File: config.mk
export PLATFORM = sky130hd
export DESIGN_NAME = traffic_phase_ctrl
export DESIGN_NICKNAME = d
export VERILOG_FILES = /design/src/rtl/traffic_phase_ctrl.sv
export SDC_FILE = /design/constraint.sdc
export NUM_CORES = 1
export LEC_CHECK = 0
export CORE_ASPECT_RATIO = 2
export CORE_MARGIN = 8
export CORE_UTILIZATION = 35
export CTS_CLUSTER_DIAMETER = 30
export CTS_CLUSTER_SIZE = 16
export DETAILED_ROUTE_END_ITERATION = 10
export SYNTH_ARGS = -nofsm -noshare
export SYNTH_HDL_FRONTEND = slang
export SYNTH_SLANG_ARGS = --single-unit
File: constraint.sdc
create_clock -name clk -period 2.7 [get_ports clk]
set_clock_uncertainty 0.2 [all_clocks]
set_input_delay 0.405 -clock clk [delete_from_list [all_inputs] [get_ports clk]]
set_output_delay 0.405 -clock clk [all_outputs]
set_load 0.02 [all_outputs]
File: src/rtl/traffic_phase_ctrl.sv
// Multi-approach traffic-light sequencer: green/yellow/all-red rotation, optional walk phase (TRAFFIC_PED_EN).
// Latency: enable sampled at edge k lights green[0] from edge k+1; clear returns to IDLE on the next edge.
// Backpressure: none; lamp outputs are decoded from registered state only.
module traffic_phase_ctrl #(
  parameter int NUM_DIR    = 2,
  parameter int SEC_GREEN  = 10,
  parameter int SEC_YELLOW = 2,
  parameter int SEC_ALLRED = 1,
  parameter int SEC_WALK   = 5,
  parameter int DIV_FACTOR = 10
) (
  input  logic                       clk,
  input  logic                       rst_n,
  input  logic                       enable,
  input  logic                       clear,
  input  logic                       continuous,
  input  logic                       ped_req,
  output logic [NUM_DIR-1:0]         red,
  output logic [NUM_DIR-1:0]         yellow,
  output logic [NUM_DIR-1:0]         green,
  output logic                       walk,
  output logic [$clog2(NUM_DIR)-1:0] active_dir,
  output logic                       done
);

  localparam int DIR_W  = $clog2(NUM_DIR);
  localparam int MAX_GY = (SEC_GREEN > SEC_YELLOW) ? SEC_GREEN : SEC_YELLOW;
  localparam int MAX_AW = (SEC_ALLRED > SEC_WALK) ? SEC_ALLRED : SEC_WALK;
  localparam int MAX_D  = (MAX_GY > MAX_AW) ? MAX_GY : MAX_AW;
  localparam int CNT_W  = (MAX_D > 1) ? $clog2(MAX_D) : 1;
  localparam int PRE_W  = (DIV_FACTOR > 1) ? $clog2(DIV_FACTOR) : 1;

  typedef enum logic [2:0] {
    S_IDLE, S_GREEN, S_YELLOW, S_ALLRED, S_WALK, S_DONE
  } state_t;

  state_t             state_q, state_d;
  logic [DIR_W-1:0]   dir_q, dir_d;
  logic [PRE_W-1:0]   pre_q, pre_d;
  logic [CNT_W-1:0]   cnt_q, cnt_d;
  logic               ped_q, ped_d;

  logic               active;
  logic               tick;
  logic               phase_end;
  logic [CNT_W-1:0]   dur_m1;
  logic [NUM_DIR-1:0] dir_onehot;

`ifndef TRAFFIC_PED_EN
  // Pedestrian input has no function in this build.
  logic unused_ped_req;
  assign unused_ped_req = ped_req;
`endif

  // State, approach index, prescaler, phase counter and pedestrian latch.
  always_ff @(posedge clk or negedge rst_n) begin
    if (!rst_n) begin
      state_q <= S_IDLE;
      dir_q   <= '0;
      pre_q   <= '0;
      cnt_q   <= '0;
      ped_q   <= 1'b0;
    end else begin
      state_q <= state_d;
      dir_q   <= dir_d;
      pre_q   <= pre_d;
      cnt_q   <= cnt_d;
      ped_q   <= ped_d;
    end
  end

  // Tick generation and end-of-phase detection for the current state's duration.
  always_comb begin
    active = (state_q == S_GREEN) || (state_q == S_YELLOW) ||
             (state_q == S_ALLRED) || (state_q == S_WALK);
    tick   = active && (pre_q == PRE_W'(DIV_FACTOR - 1));
    dur_m1 = '0;
    case (state_q)
      S_GREEN:  dur_m1 = CNT_W'(SEC_GREEN - 1);
      S_YELLOW: dur_m1 = CNT_W'(SEC_YELLOW - 1);
      S_ALLRED: dur_m1 = CNT_W'(SEC_ALLRED - 1);
      S_WALK:   dur_m1 = CNT_W'(SEC_WALK - 1);
      default:  dur_m1 = '0;
    endcase
    phase_end = tick && (cnt_q == dur_m1);
  end

  // Next state, approach index, counters and latch; clear overrides every transition.
  always_comb begin
    state_d = state_q;
    dir_d   = dir_q;
    case (state_q)
      S_IDLE: if (enable) begin
        state_d = S_GREEN;
        dir_d   = '0;
      end
      S_GREEN:  if (phase_end) state_d = S_YELLOW;
      S_YELLOW: if (phase_end) state_d = S_ALLRED;
      S_ALLRED: if (phase_end) begin
        if (dir_q < DIR_W'(NUM_DIR - 1)) begin
          state_d = S_GREEN;
          dir_d   = dir_q + 1'b1;
        end else if (ped_q) begin
          state_d = S_WALK;
        end else if (continuous) begin
          state_d = S_GREEN;
          dir_d   = '0;
        end else begin
          state_d = S_DONE;
        end
      end
      S_WALK: if (phase_end) begin
        if (continuous) begin
          state_d = S_GREEN;
          dir_d   = '0;
        end else begin
          state_d = S_DONE;
        end
      end
      S_DONE:  if (clear) state_d = S_IDLE;
      default: state_d = S_IDLE;
    endcase
    if (clear && (state_q != S_IDLE)) begin
      state_d = S_IDLE;
      dir_d   = '0;
    end

    // Prescaler free-runs across phase changes so phases abut tick-exactly.
    if (active && (state_d != S_IDLE) && (state_d != S_DONE)) begin
      pre_d = tick ? '0 : pre_q + 1'b1;
    end else begin
      pre_d = '0;
    end

    if (state_d != state_q) begin
      cnt_d = '0;
    end else if (tick) begin
      cnt_d = cnt_q + 1'b1;
    end else begin
      cnt_d = cnt_q;
    end

`ifdef TRAFFIC_PED_EN
    ped_d = ped_q | ped_req;
    if ((state_q == S_IDLE) || clear ||
        ((state_d == S_WALK) && (state_q != S_WALK))) begin
      ped_d = 1'b0;
    end
`else
    ped_d = 1'b0;
`endif
  end

  // Lamp and status decode from registered state.
  always_comb begin
    dir_onehot = {{(NUM_DIR-1){1'b0}}, 1'b1} << dir_q;
    red        = '1;
    yellow     = '0;
    green      = '0;
    if (state_q == S_GREEN) begin
      green = dir_onehot;
      red   = ~dir_onehot;
    end else if (state_q == S_YELLOW) begin
      yellow = dir_onehot;
      red    = ~dir_onehot;
    end
`ifdef TRAFFIC_PED_EN
    walk = (state_q == S_WALK);
`else
    walk = 1'b0;
`endif
    done       = (state_q == S_DONE);
    active_dir = dir_q;
  end

endmodule

# == Word level (Yosys, flattened, before mapping) ==
# Index checks and enable logic that the tools add are counted.
# word_totals
output_inout_bits,9
word_cells,63
regBits,12
# classes
muxes,27
order_cmp,1
n_eq_ne,12
shifts,1
reduce_logical,14
addsub,3
bitwise,1
# ops
operator,count
3-bit 2-to-1 mux,9
3-bit one-hot mux with 6 select lines,1
4-bit 2-to-1 mux,4
4-bit one-hot mux with 3 select lines,1
2-bit 2-to-1 mux,5
4-bit by 1-bit adder with 4-bit output (second input constant),2
3-bit by 2-bit equality test with 1-bit output (second input constant),2
3-bit equality test (second input constant),2
1-bit 2-to-1 mux,6
3-bit by 2-bit inequality test with 1-bit output (second input constant),2
3-bit inequality test (second input constant),2
3-bit nonzero test,2
1-bit logical AND,5
4-bit equality test,1
4-bit equality test (second input constant),1
4-bit AND reduction,1
4-bit nonzero test,1
3-bit by 1-bit equality test with 1-bit output (second input constant),1
3-bit logical NOT,1
1-bit logical OR,3
3-bit inequality test,1
1-bit one-hot mux with 3 select lines,1
2-bit inverter,1
2-bit nonzero test,1
other kinds (3),3

# == Depth between registers and ports, before layout ==
# logic_depth
depth_word,13
depth_mapped,8
mapped_depth_nobuf,8

# == Worst setup path before layout ==
# OpenSTA, ideal clock, no wires.
# synth_path
kind,register to output
startpoint,reg state_q[0]
endpoint,out red[1]
slack_ns,0.071
stages_incl_launch_ff,6
arrival_time_ns,2.024
n_path_buf,3
t_required_ns,2.095
path_cell_list,dfrtp_1 clkbuf_2 clkbuf_1 clkbuf_1 nor4b_1 nor2_1
# synth_between
elab_chain_len,3
elab_cells_between_ends,4
cone_classes,2 x eq/ne; 2 x mux
# synth_lines
item,line,rtl
start: declaration,37,"state_t state_q, state_d;"
start signal: assignment,64,state_q <= state_d;
3-bit by 2-bit equality test with 1-bit output,163,end else if (state_q == S_YELLOW) begin
2-bit 2-to-1 mux,163,
2-bit 2-to-1 mux (*),160,if (state_q == S_GREEN) begin
end: declaration,18,"output logic [NUM_DIR-1:0] red,"
# Mark *: on every way between the ends. The rest lies on a longest branch, timed or not.

# == Worst setup path after layout ==
# layout_path
startpoint,reg state_q[2]
endpoint,out green[0]
# layout_between
elab_chain_len,2
# layout_lines
item,line,rtl
3-bit by 1-bit equality test with 1-bit output,160,
2-bit 2-to-1 mux,160,
end: declaration,20,"output logic [NUM_DIR-1:0] green,"
# No other way between the ends.

==> results.ini <==
[timing]
setup_viol=0
worst_slew_pin_slew_ps=574
final.min_clock_period_ps=2590
slew_violations=0
hold_viol=0
rsz0062_at_grt=false
slew_headroom_pct=61.6
tns_ps=0
max_freq_mhz=387
fin_crit_sh_pct=95.8

[cts]
path_clk_slew_ps=50
cts_root_buffer=clkbuf_8
clockBufferDepth=2
h-tree-depth=1
cts_buffers=3
cts_tree=built
insertion_delay_ps=250
cts_sinks=12
post-cts-setup-buffers=0

[routing]
vias_per_cell=5.99
wl_mm=2.97
vias=1060
wl_per_cell_um=16.8
drtIter0Drc=37
drtAntennaViolNets=0
drc=0
dr.pass1.iters=4

[power_and_ir_drop]
irDropWorstVdd_mv=0.236
powerDensity_nw_per_um2=396
leakage_uw=0.000500

[outcome]
outcome=finished clean

[global_route]
grt_max_degree=15
first_global_vias=1121
grt_antenna_before_repair=0
grt-ovfl-total=0
grt_pass1_wl_mm=5.01
globalRouteTotalUtil_pct=12.5

[floorplanning]
core_sq_um=2940
io_pins=15
start_util_pct=36.2
die_h_um=94.1
dieWidth_um=55.0
die_area_sq_um=5180
fp-row-count=28

[synth]
syn_area_per_cell_sq_um=7.78
syn_inst=137
ys_seq_elements=12
ys_types=53
synth_fa_ha_area_share_pct=3.52
synth_compound_area_share_pct=25.9
ys_seq_area_share_pct=28.2
syn_area_sq_um=1070
yosys.area_share.simple_pct=30.6
muxShareOfSynthArea_pct=0.939
synth_top_family_by_area=simple AND/OR/NAND/NOR gates
synth_edf_count=0
synth_xor_area_share_pct=4.11
yosysWarnings=0
async_reset_ff_share_pct=100
synth_flop_cell=dfrtp_1
synth_nets=146

[worst_setup_path]
crit_path_max_fanout=13
arrival_ps=1980
critPathLaunchType=flip-flop
end_kind=output pin
path_cells=or3b_4, nor2_1, clkdlybuf4s50_1
critPathTopFamily=buffers and inverters
r2r_slack_ps=240
cp_data_required_time_ps=2100
path_class=reg -> out
critPathBufInv=1
cp_slowest_cell=clkdlybuf4s50_1
slowest_delay_ps=620

[placed_design]
gp_congestion=0.942
place_area_sq_um=1210
portBuffers=12
dpl.hpwl_mm=2.29

[final_layout]
drive_gt1_share_pct=12.2
design_area_sq_um=1260
layout_common_cells=19 x nor2_1, 12 x clkdlybuf4s50_1, 10 x dfrtp_1
finalNetCount=158
final_common_cell=nor2_1
diodes=0
syn2layout_area_growth_pct=17.8

[flow_run]
cap_viol_max_count=0

[min_path]
hold_class=in -> async

[registers in the layout, indices dropped and copies added (netlist names)]
| signal | flops |
|---|---|
| pre_q | 4 |
| active_dir | 1 |
| state_q | 3 |
| cnt_q | 4 |
[through the flow]
step | setup WS, ps | total power, uW | hold slack, ps | instances | utilization (%)
floorplan | 70.8 | 285 | -90.6 | 137 | -
global placement | 179 | 327 | 287 | 174 | 41.2
detailed placement | 187 | 330 | 310 | 174 | 41.2
CTS | 48.5 | 497 | 317 | 177 | 42.6
global route | 48.1 | 517 | 339 | 177 | 42.7
finish | 113 | 498 | 315 | 177 | 42.7
[repair_timing]
action                                  in CTS  in global routing
cloned                                       0                  0
hold buffers                                 0                  0
endpoints found under the setup margin       1                  2
resized for setup                            1                  1
[metal layers]
| metal | vias up | part of all wire (%) | GRT usage, % |
|---|---|---|---|
| met5 | - | 0 | 0 |
| met4 | 0 | 2.9 | 5.44 |
| met3 | 7 | 2.8 | 1.59 |
| met2 | 19 | 57 | 23.6 |
| met1 | 516 | 37 | 12.2 |
| li1 | 518 | - | - |
[power by group]
group / internal [uW] / total [uW] / switching [uW] / leakage, uW
registers: 187 / 201 / 13.4 / 0.000162
clock network: 98.8 / 171 / 72.1 / 0.0000216
logic: 54.3 / 126 / 71.7 / 0.000317
[final cells by class]
type / count / area [sq um]
clock buffers: 3 / 41.3
fillers: 337 / 1690
inverters: 7 / 26.3
multi-input cells: 109 / 698
flip-flops and latches: 12 / 303
well taps: 30 / 37.5
repair buffers: 16 / 150
[cell families (layout without fill, tap and decap cells)]
kind of cell | count (synthesis) | count (layout)
XOR/XNOR | 5 | 5
AND/OR/NAND/NOR | 61 | 61
multiplexers | 1 | 1
flip-flops | 12 | 12
other | 1 | 1
adder cells (fa/ha/maj) | 3 | 3
AO/OA/AOI/OAI | 38 | 38
buffers and inverters | 16 | 26
[cell usage after synthesis, types with 4 or more instances]
master,instances,area (sq um)
a21oi_1,9,45.0
o21ai_0,5,25.0
nor2_1,19,71.3
clkbuf_1,5,18.8
nand2_1,9,33.8
nor3_1,6,30.0
dfrtp_1,12,300
inv_1,4,15.0
[final timing paths]
| kind | startpoint | to | cells after the start |
|---|---|---|---|
| worst min register to register | pre_q[0] | pre_q[0] | 1 |
| worst max register to register | state_q[2] | state_q[0] | 6 |
| min in group clk | pre_q[0] | pre_q[0] | 1 |
| worst min-delay path | rst_n | pre_q[2] | 1 |
| max in group asynchronous | rst_n | state_q[0] | 1 |
| worst max-delay path | state_q[2] | green[0] | 3 |
[worst reg2reg max path, stage by stage (launching register included)]
cell and delay [ps]:
dfrtp_1 580, nor3_2 180, nor3_2 450, nand2b_1 170, a21oi_1 410, nor2_1 110, o41ai_2 250
Power figures use the tool's default switching activity.
